**src/rtl/cps1_vgen_pkg.sv**
```systemverilog
// Shared timing defaults and pattern codes for the CPS1 synthetic video source.
package cps1_vgen_pkg;

  localparam int DEF_H_TOTAL   = 512;
  localparam int DEF_H_ACTIVE  = 384;
  localparam int DEF_H_START   = 64;
  localparam int DEF_H_SYNCLEN = 36;
  localparam int DEF_V_TOTAL   = 262;
  localparam int DEF_V_ACTIVE  = 224;
  localparam int DEF_V_START   = 16;
  localparam int DEF_V_SYNCLEN = 3;

  localparam logic [1:0] PAT_BARS  = 2'd0;
  localparam logic [1:0] PAT_GRAD  = 2'd1;
  localparam logic [1:0] PAT_CHECK = 2'd2;
  localparam logic [1:0] PAT_WHITE = 2'd3;

  function automatic logic [3:0] nib(input logic on);
    return on ? 4'hF : 4'h0;
  endfunction

endpackage

```
**src/rtl/cps1_vgen_pattern.sv**
```systemverilog
// Combinational pattern generator: (pattern, x, y, bar index) -> RGBF nibbles.
module cps1_vgen_pattern
  import cps1_vgen_pkg::*;
(
  input  logic [1:0] pattern,
  input  logic [8:0] x,
  input  logic [8:0] y,
  input  logic [2:0] bar,
  output logic [3:0] r,
  output logic [3:0] g,
  output logic [3:0] b,
  output logic [3:0] f
);

  logic unused_bits;
  assign unused_bits = ^{x[8:6], x[1:0], y[8:4], y[2:0]};

  always_comb begin
    r = 4'h0;
    g = 4'h0;
    b = 4'h0;
    f = 4'h0;
    case (pattern)
      PAT_BARS: begin
        r = nib(bar[2]);
        g = nib(bar[1]);
        b = nib(bar[0]);
        f = 4'hF;
      end
      PAT_GRAD: begin
        r = x[5:2];
        g = x[5:2];
        b = x[5:2];
        f = 4'hF;
      end
      PAT_CHECK: begin
        r = nib(x[3] ^ y[3]);
        g = nib(x[3] ^ y[3]);
        b = nib(x[3] ^ y[3]);
        f = nib(x[3] ^ y[3]);
      end
      default: begin
        r = 4'hF;
        g = 4'hF;
        b = 4'hF;
        f = 4'hF;
      end
    endcase
  end

endmodule

```
**src/rtl/cps1_video_gen.sv**
```systemverilog
// CPS1-style synthetic RGBF + composite sync source at the PCLK2x rate.
// Define CPS1_VGEN_SCROLL_EN to scroll the pattern horizontally by 1 px per frame.
module cps1_video_gen
  import cps1_vgen_pkg::*;
#(
  parameter int H_TOTAL   = DEF_H_TOTAL,
  parameter int H_ACTIVE  = DEF_H_ACTIVE,
  parameter int H_START   = DEF_H_START,
  parameter int H_SYNCLEN = DEF_H_SYNCLEN,
  parameter int V_TOTAL   = DEF_V_TOTAL,
  parameter int V_ACTIVE  = DEF_V_ACTIVE,
  parameter int V_START   = DEF_V_START,
  parameter int V_SYNCLEN = DEF_V_SYNCLEN
) (
  input  logic       PCLK2x_i,
  input  logic       reset,
  input  logic       enable_i,
  input  logic [1:0] pattern_sel_i,
  output logic [3:0] R_o,
  output logic [3:0] G_o,
  output logic [3:0] B_o,
  output logic [3:0] F_o,
  output logic       CSYNC_o,
  output logic       DE_o,
  output logic       frame_start_o
);

  localparam int HW    = $clog2(H_TOTAL);
  localparam int VW    = $clog2(V_TOTAL);
  localparam int BAR_W = H_ACTIVE / 8;
  localparam int BPW   = (BAR_W > 1) ? $clog2(BAR_W) : 1;

  logic           phase_reg;
  logic [HW-1:0]  hcnt_reg, hcnt_next;
  logic [VW-1:0]  vcnt_reg;
  logic [BPW-1:0] bar_px_reg, bar_px_init;
  logic [2:0]     bar_idx_reg, bar_idx_init;
  logic [1:0]     pat_reg;
  logic [3:0]     r_reg, g_reg, b_reg, f_reg;
  logic           csync_reg, de_reg, frame_start_reg;

  logic           h_wrap, v_wrap, frame_start_now, active, hsync_zone, vsync_line;
  logic [8:0]     x_raw, y_raw, x_pat;
  logic [3:0]     pat_r, pat_g, pat_b, pat_f;

  assign h_wrap          = (int'(hcnt_reg) == H_TOTAL - 1);
  assign v_wrap          = (int'(vcnt_reg) == V_TOTAL - 1);
  assign hcnt_next       = h_wrap ? '0 : hcnt_reg + 1'b1;
  assign frame_start_now = !phase_reg && (hcnt_reg == '0) && (vcnt_reg == '0);
  assign active          = (int'(hcnt_reg) >= H_START) && (int'(hcnt_reg) < H_START + H_ACTIVE) &&
                           (int'(vcnt_reg) >= V_START) && (int'(vcnt_reg) < V_START + V_ACTIVE);
  assign hsync_zone      = (int'(hcnt_reg) < H_SYNCLEN);
  assign vsync_line      = (int'(vcnt_reg) < V_SYNCLEN);
  assign x_raw           = 9'(int'(hcnt_reg) - H_START);
  assign y_raw           = 9'(int'(vcnt_reg) - V_START);

`ifdef CPS1_VGEN_SCROLL_EN
  // The offset carries its own bar position so lines can start mid-bar without a divider.
  logic [8:0]     offset_reg;
  logic [BPW-1:0] off_px_reg;
  logic [2:0]     off_idx_reg;
  logic [9:0]     x_sum;

  always_ff @(posedge PCLK2x_i) begin
    if (reset) begin
      offset_reg  <= '0;
      off_px_reg  <= '0;
      off_idx_reg <= '0;
    end else if (frame_start_now) begin
      offset_reg <= (int'(offset_reg) == H_ACTIVE - 1) ? '0 : offset_reg + 1'b1;
      if (int'(off_px_reg) == BAR_W - 1) begin
        off_px_reg  <= '0;
        off_idx_reg <= off_idx_reg + 1'b1;
      end else begin
        off_px_reg <= off_px_reg + 1'b1;
      end
    end
  end

  assign x_sum        = {1'b0, x_raw} + {1'b0, offset_reg};
  assign x_pat        = (int'(x_sum) >= H_ACTIVE) ? 9'(int'(x_sum) - H_ACTIVE) : x_sum[8:0];
  assign bar_px_init  = off_px_reg;
  assign bar_idx_init = off_idx_reg;
`else
  assign x_pat        = x_raw;
  assign bar_px_init  = '0;
  assign bar_idx_init = '0;
`endif

  always_ff @(posedge PCLK2x_i) begin
    if (reset) begin
      phase_reg   <= 1'b0;
      hcnt_reg    <= '0;
      vcnt_reg    <= '0;
      bar_px_reg  <= '0;
      bar_idx_reg <= '0;
    end else begin
      phase_reg <= ~phase_reg;
      if (phase_reg) begin
        hcnt_reg <= hcnt_next;
        if (h_wrap)
          vcnt_reg <= v_wrap ? '0 : vcnt_reg + 1'b1;
        // Bar position is reloaded just before the first active pixel of each line.
        if (int'(hcnt_next) == H_START) begin
          bar_px_reg  <= bar_px_init;
          bar_idx_reg <= bar_idx_init;
        end else if (int'(bar_px_reg) == BAR_W - 1) begin
          bar_px_reg  <= '0;
          bar_idx_reg <= bar_idx_reg + 1'b1;
        end else begin
          bar_px_reg <= bar_px_reg + 1'b1;
        end
      end
    end
  end

  cps1_vgen_pattern u_pattern (
    .pattern (pat_reg),
    .x       (x_pat),
    .y       (y_raw),
    .bar     (bar_idx_reg),
    .r       (pat_r),
    .g       (pat_g),
    .b       (pat_b),
    .f       (pat_f)
  );

  always_ff @(posedge PCLK2x_i) begin
    if (reset) begin
      r_reg           <= '0;
      g_reg           <= '0;
      b_reg           <= '0;
      f_reg           <= '0;
      csync_reg       <= 1'b1;
      de_reg          <= 1'b0;
      frame_start_reg <= 1'b0;
      pat_reg         <= PAT_BARS;
    end else begin
      frame_start_reg <= frame_start_now;
      if (!phase_reg) begin
        csync_reg <= vsync_line ? hsync_zone : !hsync_zone;
        de_reg    <= active;
        r_reg     <= (active && enable_i) ? pat_r : 4'h0;
        g_reg     <= (active && enable_i) ? pat_g : 4'h0;
        b_reg     <= (active && enable_i) ? pat_b : 4'h0;
        f_reg     <= (active && enable_i) ? pat_f : 4'h0;
        if (frame_start_now)
          pat_reg <= pattern_sel_i;
      end
    end
  end

  assign R_o           = r_reg;
  assign G_o           = g_reg;
  assign B_o           = b_reg;
  assign F_o           = f_reg;
  assign CSYNC_o       = csync_reg;
  assign DE_o          = de_reg;
  assign frame_start_o = frame_start_reg;

endmodule
```
**config.mk**
```make
export PLATFORM = sky130hd
export DESIGN_NAME = cps1_video_gen
export DESIGN_NICKNAME = d
export VERILOG_FILES = /design/src/rtl/cps1_vgen_pkg.sv /design/src/rtl/cps1_vgen_pattern.sv /design/src/rtl/cps1_video_gen.sv
export SDC_FILE = /design/constraint.sdc
export NUM_CORES = 1
export LEC_CHECK = 0
export CAP_MARGIN = 15
export CORE_AREA = 2 2 68 70
export CTS_CLUSTER_SIZE = 25
export DETAILED_ROUTE_END_ITERATION = 8
export DIE_AREA = 0 0 70 72
export PLACE_DENSITY_LB_ADDON = 0.25
export SLEW_MARGIN = 20
export SYNTH_ARGS = -nofsm -noshare
export SYNTH_HDL_FRONTEND = slang
export SYNTH_SLANG_ARGS = --single-unit
```
**constraint.sdc**
```tcl
create_clock -name PCLK2x_i -period 3.15 [get_ports PCLK2x_i]
set_clock_uncertainty 0.15 [all_clocks]
set_input_delay 0.4725 -clock PCLK2x_i [delete_from_list [all_inputs] [get_ports PCLK2x_i]]
set_output_delay 0.4725 -clock PCLK2x_i [all_outputs]
set_load 0.1 [all_outputs]
```
==> flow_metrics.tcl, run 1 <==
set metrics [dict create \
    wl_per_cell_um 13.6 \
    synthMuxAreaShare 0.0268 \
    rsz0062_at_grt "false" \
    outcome "complete, no violations" \
    pwr_density_cell_mw_per_mm2 408 \
    cts_max_level 2 \
    reg2regPathDepth 8 \
    synthSimpleGateAreaFrac 0.240 \
    clkLatencyLatePin_ns 0.31 \
    ant_nets 0 \
    critical_path_buf_inv_count 0 \
    maxSlewViolCount 0 \
    vias 1841 \
    synth_compound_area_frac 0.170 \
    holdCritStartpoint "DE_o" \
    async_flop_share 0 \
    grt_pass1_vias 1724 \
    ys_ff_latch 46 \
    die_h_um 72 \
    hold_viol 0 \
    arrival_ns 2.80 \
    clock_path_buffers 2 \
    r2r_end "bar_px_reg[4]" \
    first_iter_violations 111 \
    power_frac_clock 0.344 \
    startpoint_type "flip-flop" \
    cts_made_buffers 5 \
    yosysUniqueCellTypes 47 \
    crit_type "flip-flop to flip-flop" \
    postSynthCellCount 264 \
    cts.clk_slew.worst_paths_ns 0.08 \
    crit_path_top_delay_cell "dfxtp_1" \
    dieWidth_um 70 \
    avgSynthCellArea_um2 8.66 \
    path_cells "and4_1, nand2_1, nor2_1, ha_1, nor4_1, o211ai_1, nor4_4, a2111oi_0" \
    synth-xor-area-share 0.0690 \
    period_share 0.882 \
    rows 24 \
    finalHoldWorstSlack_ns 0.312 \
    ys_seq_area_frac 0.403 \
    drive_gt1_frac 0.125 \
    start_util 0.536 \
    gp_congestion 0.869 \
    overflow 0 \
    core_mm2 0.00426 \
    drv_cap 0 \
    ys.flop_type "dfxtp_1" \
    path_max_fanout 11 \
    synth_edf_count 0 \
    tritoncts "built" \
    routed_via_density 5.53 \
    rrSetupSlack_ns 0.37 \
    die_area_mm2 0.00504 \
    pwr-share-seq 0.574 \
    p_int_uw 777 \
    cts-root-buf "clkbuf_8" \
    slowest_delay_ns 0.53 \
    worst_pin_slew_ns 0.933 \
    crit_family "simple AND/OR/NAND/NOR gates" \
    power.leakage_uw 0.00107 \
    grt_max_degree 24 \
    antenna_found_initial 0 \
    p_switching_uw 269 \
    yosysWarnings 0 \
    track_usage 0.193 \
    peakVddDrop_mv 0.210 \
    dp_slack_ns 0.425 \
    cts_resized 0 \
    syn2layout_area_growth_pct 12.2 \
    hold_path.class "flip-flop to flip-flop" \
    period_needed_ns 2.78 \
    synth_adder_area_share 0.0438 \
    worst_slack_ns 0.373 \
    hold_path_depth 1 \
    post-route-drc-count 0 \
    dp_hpwl_mm 3.24 \
    switching_share 0.257 \
    synth_nets 277 \
    nets 293 \
    io_buffer_count 23 \
    grt_pass1_wl_mm 7.79 \
    worstPathRequired_ns 3.17 \
    clock.fmax_ghz 0.360 \
    n_antenna_cell 0 \
    whs_endpoint "DE_o" \
    timing.rr.start "hcnt_reg[3]" \
    cts.sinks 46 \
    postCtsHoldBufs 0 \
    postCtsSetupRepairBufs 0 \
    setup_violations 0 \
    fillers 408 \
    crit_path_end_kind "flip-flop" \
    relSlewSlack 0.376 \
    synth_top_family_by_area "simple AND/OR/NAND/NOR gates" \
    p_comb_frac 0.082 \
    routed_wl_mm 4.52 \
    syn_area_mm2 0.00229 \
    drt_first_pass_iters 4 \
    io_pins 24 \
    setup_tns_ns 0 \
]
==> Yosys cell counts (5+ instances only) <==
library cell  number  area (um2)
xor2_1            12         105
nand2_1           26        97.6
clkbuf_1          10        37.5
ha_1               8         100
and3_1             5        31.3
dfxtp_1           46         921
xnor2_1            6        52.6
inv_1              8        30.0
a21oi_1           16        80.1
mux2i_1            5        50.1
nor2_1            35         131
a22o_1            13         114
nand3_1           10        50.1
==> metrics by stage <==
stage | area (um2) | util | power, uW | std cells
after floorplan | 2290 | - | 676 | 264
after global placement | 2480 | 0.581 | 699 | 325
after detailed placement | 2480 | 0.581 | 701 | 325
after CTS | 2560 | 0.601 | 1060 | 333
after global routing | 2560 | 0.601 | 1090 | 333
final | 2560 | 0.601 | 1050 | 333
==> placed cells by master, fill, tap and decap left out, drive strengths merged, types with 5 or more instances in the layout <==
master / Yosys / layout
inv: 8 / 8
ha: 8 / 8
nand3: 10 / 10
and3: 5 / 5
buf: 6 / 22
a21oi: 16 / 16
nand2: 26 / 26
nor2: 35 / 35
clkbuf: 11 / 6
mux2i: 5 / 5
xor2: 12 / 12
xnor2: 6 / 6
or3: 5 / 5
a22o: 13 / 13
dfxtp: 46 / 46
==> power groups by stage <==
stage          registers [uW]  clock network (uW)  logic [uW]
2_1_floorplan             625                   0        51.9
3_3_place_gp              615                   0        85.0
3_5_place_dp              615                   0        85.7
4_1_cts                   601                 374        86.1
5_1_grt                   603                 393        94.1
6_report                  601                 360        85.4
==> cells by family after synthesis <==
logic type,after synthesis
AO/OA/AOI/OAI,55
multiplexers,6
flip-flops,46
XOR/XNOR,18
AND/OR/NAND/NOR,106
buffers and inverters,25
adder cells (fa/ha/maj),8
==> how the worst max path moves through the flow <==
| stage | from | end | cells past startpoint |
|---|---|---|---|
| detailed placement | hcnt_reg[3] | bar_px_reg[3] | 8 |
| finish | hcnt_reg[3] | bar_px_reg[4] | 8 |
| global route | hcnt_reg[3] | bar_px_reg[5] | 8 |
| global placement | hcnt_reg[3] | bar_px_reg[5] | 8 |
| floorplan | hcnt_reg[0] | bar_px_reg[3] | 9 |
| CTS | hcnt_reg[3] | bar_px_reg[4] | 8 |
==> cell type report <==
| type | instances | area, um2 | area share |
|---|---|---|---|
| timing repair buffer | 26 | 205 | 0.0800 |
| clock inverter | 2 | 13.8 | 0.00537 |
| tap | 52 | 65.1 | 0.0254 |
| multi-input combinational | 193 | 1260 | 0.490 |
| sequential | 46 | 921 | 0.359 |
| inverter | 8 | 30.0 | 0.0117 |
| clock buffer | 6 | 72.6 | 0.0283 |
==> per-layer routing <==
metal / GRT usage / share of wire / vias to the layer above / routed length [um]
met2: 0.315 / 0.46 / 30 / 2090
met4: 0.0919 / 0.023 / 0 / 106
li1: - / - / 957 / -
met3: 0.0486 / 0.033 / 8 / 151
met5: 0 / 0 / - / 0
met1: 0.240 / 0.48 / 846 / 2180
Note: power is estimated with default switching activity, not from simulation.
==> inputs of run 2 (changes only) <==
- PLACE_DENSITY: unset -> 0.76
- PLACE_DENSITY_LB_ADDON: 0.25 -> unset
==> flow_metrics.tcl, run 2 (synthesis gave the netlist of run 1 again) <==
set metrics [dict create \
    outcome "complete, no violations" \
    worstPathRequired_ns 3.16 \
    power_frac_clock 0.325 \
    peakVddDrop_mv 0.221 \
    routed_wl_mm 4.38 \
    multi_input_area_mm2 0.00126 \
    rows 24 \
    grt_max_degree 24 \
    track_usage 0.186 \
    postCtsSetupRepairBufs 0 \
    worst_pin_slew_ns 0.893 \
    maxSlewViolCount 0 \
    grt_pass1_vias 1714 \
    cts_resized 0 \
    n_antenna_cell 0 \
    final_cell_mix "dfxtp_1 (46), nor2_1 (35), nand2_1 (26)" \
    switching_share 0.243 \
    period_needed_ns 2.74 \
    drv_cap 0 \
    drt_first_pass_iters 4 \
    io_buffer_count 23 \
    core_mm2 0.00426 \
    setup_violations 0 \
    p_int_uw 769 \
    path_max_fanout 11 \
    power.leakage_uw 0.00107 \
    arrival_ns 2.74 \
    routed_via_density 5.66 \
    cts_max_level 2 \
    crit_type "flip-flop to flip-flop" \
    crit_path_end_kind "flip-flop" \
    crit_path_top_delay_cell "dfxtp_1" \
    cts.clk_slew.worst_paths_ns 0.08 \
    setup_tns_ns 0 \
    grt_pass1_wl_mm 7.74 \
    overflow 0 \
    start_util 0.536 \
    clkLatencyLatePin_ns 0.29 \
    p_comb_frac 0.082 \
    drive_gt1_frac 0.125 \
    dp_hpwl_mm 3.15 \
    hold_viol 0 \
    slowest_delay_ns 0.52 \
    rsz0062_at_grt "false" \
    vias 1880 \
    startpoint_type "flip-flop" \
    first_iter_violations 146 \
    ant_nets 0 \
    fillers 390 \
    totalPowerFinal_uw 1020 \
    pwr-share-seq 0.593 \
    hold_path.class "flip-flop to flip-flop" \
    period_share 0.869 \
    clock.fmax_ghz 0.365 \
    regArea_um2 921 \
    nets 293 \
    antenna_found_initial 0 \
    post-route-drc-count 0 \
    syn2layout_area_growth_pct 11.8 \
    postCtsHoldBufs 0 \
    cts-root-buf "clkbuf_8" \
    final_common_cell "dfxtp_1" \
    p_switching_uw 247 \
    gp_congestion 0.819 \
    dieWidth_um 70 \
    clock_path_buffers 2 \
    tritoncts "built" \
    io_pins 24 \
    die_h_um 72 \
    die_area_mm2 0.00504 \
    pwr_density_cell_mw_per_mm2 398 \
    cts.sinks 46 \
    wl_per_cell_um 13.2 \
    relSlewSlack 0.403 \
    cts_made_buffers 5 \
    path_cells "and4_1, nand2_1, nor2_1, ha_1, nor4_1, o211ai_1, nor4_4, a2111oi_0" \
]
## run 2: cell count changes in the layout (fill, tap and decap cells not counted)
cell / change
clkinv_2: +1
clkbuf_1: -1
clkinv_4: -1
## run 2: worst paths after layout
| kind | startpoint | end | slack (ns) | cells past startpoint |
|---|---|---|---|---|
| worst max-delay path | hcnt_reg[3] | bar_px_reg[4] | 0.41 | 8 |
| worst min-delay path | DE_o | DE_o | 0.31 | 1 |
| worst max register to register | hcnt_reg[3] | bar_px_reg[4] | 0.41 | 8 |
| worst min register to register | DE_o | DE_o | 0.31 | 1 |
## run 2: worst max-delay path: cells and delay by family (launching register included)
family                   cells  cell delay, ns
AO/OA/AOI/OAI                2            0.42
AND/OR/NAND/NOR              5            1.27
adder cells (fa/ha/maj)      1            0.25
flip-flops                   1            0.52
## run 2: metrics by stage
| step | hold slack [ns] | cell area (um2) | utilization | setup WS, ns | instances |
|---|---|---|---|---|---|
| finish | 0.311 | 2560 | 0.599 | 0.414 | 332 |
| global route | 0.341 | 2560 | 0.599 | 0.0529 | 332 |
| CTS | 0.320 | 2560 | 0.599 | 0.343 | 332 |
| detailed placement | 0.301 | 2480 | 0.581 | 0.367 | 325 |
| global placement | 0.290 | 2480 | 0.581 | 0.452 | 325 |
| floorplan | 0.301 | 2290 | - | 0.733 | 264 |
## run 2: area by class of cell
cell class | instances | share of cell area
Clock buffer | 5 | 0.0269
Multi-Input combinational cell | 193 | 0.491
Sequential cell | 46 | 0.360
Tap cell | 52 | 0.0255
Inverter | 8 | 0.0117
Clock inverter | 2 | 0.00392
Timing Repair Buffer | 26 | 0.0803
## run 2: power groups by stage
stage / clock network (uW) / logic [uW] / registers, uW
2_1_floorplan: 0 / 51.9 / 625
4_1_cts: 338 / 83.5 / 603
3_3_place_gp: 0 / 83.2 / 616
3_5_place_dp: 0 / 83.0 / 617
5_1_grt: 357 / 92.4 / 605
6_report: 330 / 83.1 / 603
## run 2: metal layers
| metal | wire (um) | vias to the layer above | track usage |
|---|---|---|---|
| li1 | - | 958 | - |
| met1 | 2060 | 876 | 0.256 |
| met2 | 2050 | 39 | 0.295 |
| met3 | 205 | 7 | 0.0403 |
| met4 | 68 | 0 | 0.0598 |
| met5 | 0 | - | 0 |
==> inputs of run 3 (changes only) <==
- PLACE_DENSITY: 0.76 -> 0.8
==> flow_metrics.tcl, run 3 (synthesis gave the netlist of run 1 again) <==
set metrics [dict create \
    outcome "complete, no violations" \
    clock.fmax_ghz 0.358 \
    period_needed_ns 2.79 \
    cts-root-buf "clkbuf_8" \
    crit_family "simple AND/OR/NAND/NOR gates" \
    pwr_density_cell_mw_per_mm2 438 \
    cts.sinks 46 \
    ant_nets 0 \
    crit_path_top_delay_cell "dfxtp_1" \
    setup_tns_ns 0 \
    relSlewSlack 0.405 \
    hold_viol 0 \
    vias 1863 \
    slowest_delay_ns 0.52 \
    grt_max_degree 24 \
    path_cells "and4_1, nand2_1, nor2_1, ha_1, nor4_1, o211ai_1, nor4_4, a2111oi_0" \
    clkLatencyLatePin_ns 0.30 \
    n_antenna_cell 0 \
    first_iter_violations 91 \
    path_max_fanout 11 \
    cts.clk_slew.worst_paths_ns 0.08 \
    drt_first_pass_iters 4 \
    multi_input_area_mm2 0.00126 \
    worst_slack_ns 0.356 \
    io_buffer_count 23 \
    worst_pin_slew_ns 0.889 \
    track_usage 0.180 \
    post-route-util 0.606 \
    grt_pass1_vias 1726 \
    crit_path_end_kind "flip-flop" \
    routed_via_density 5.63 \
    setup_violations 0 \
    peakVddDrop_mv 0.320 \
    maxSlewViolCount 0 \
    rows 24 \
    tritoncts "built" \
    clock_path_buffers 2 \
    antenna_found_initial 0 \
    fillers 381 \
    gp_congestion 0.841 \
    post-route-drc-count 0 \
    core_mm2 0.00426 \
    finalHoldWorstSlack_ns 0.306 \
    overflow 0 \
    final_cell_mix "dfxtp_1 (46), nor2_1 (35), nand2_1 (26)" \
    cts_max_level 2 \
    dieWidth_um 70 \
    routed_wl_mm 4.53 \
    cts_made_buffers 5 \
    regArea_um2 921 \
    die_area_mm2 0.00504 \
    nets 292 \
    period_share 0.887 \
    dp_hpwl_mm 3.27 \
    drv_cap 0 \
    worstPathRequired_ns 3.16 \
    final_common_cell "dfxtp_1" \
    die_h_um 72 \
    drive_gt1_frac 0.122 \
    power.leakage_uw 0.00108 \
    wl_per_cell_um 13.7 \
    postCtsSetupRepairBufs 0 \
    rsz0062_at_grt "false" \
    io_pins 24 \
    arrival_ns 2.80 \
    start_util 0.536 \
    critical_path_buf_inv_count 0 \
    grt_pass1_wl_mm 7.36 \
    crit_type "flip-flop to flip-flop" \
    postCtsHoldBufs 0 \
    cts_resized 0 \
    startpoint_type "flip-flop" \
    dp_slack_ns 0.397 \
    syn2layout_area_growth_pct 13.0 \
    hold_path.class "flip-flop to flip-flop" \
]
-- run 3: changes by cell type in the layout (fill, tap and decap cells not counted), sizes merged --
cell	change
bufinv	+1
buf	-1
clkbuf	+1
clkinv	-2
-- run 3: final cells by class --
| cell class | instances | share of cell area |
|---|---|---|
| clock buffers | 6 | 0.0320 |
| clock inverters | 1 | 0.0116 |
| inverters | 8 | 0.0116 |
| multi-input cells | 193 | 0.486 |
| flip-flops and latches | 46 | 0.357 |
| well taps | 52 | 0.0252 |
| repair buffers | 25 | 0.0766 |
-- run 3: metrics by stage --
| step | total power (uW) | area, um2 | cells |
|---|---|---|---|
| 6_report | 1130 | 2580 | 331 |
| 5_1_grt | 1170 | 2580 | 331 |
| 3_5_place_dp | 700 | 2470 | 324 |
| 2_1_floorplan | 676 | 2290 | 264 |
| 4_1_cts | 1140 | 2580 | 331 |
| 3_3_place_gp | 698 | 2470 | 324 |
-- run 3: worst paths after layout --
kind / endpoint / start / slack, ns / depth (start not counted)
worst min register to register: DE_o / DE_o / 0.31 / 1
worst min-delay path: DE_o / DE_o / 0.31 / 1
worst max-delay path: bar_px_reg[5] / hcnt_reg[3] / 0.36 / 8
worst max register to register: bar_px_reg[5] / hcnt_reg[3] / 0.36 / 8
-- run 3: power breakdown --
part           internal [uW]  switching [uW]
logic                   30.2            56.4
registers                590            9.81
clock network            254             192
-- run 3: metal layers --
layer,vias to the layer above,global-route usage,part of all wire
met3,8,0.0292,0.033
li1,952,-,-
met2,26,0.316,0.49
met1,877,0.225,0.47
met5,-,0,0
met4,0,0.0684,0.013
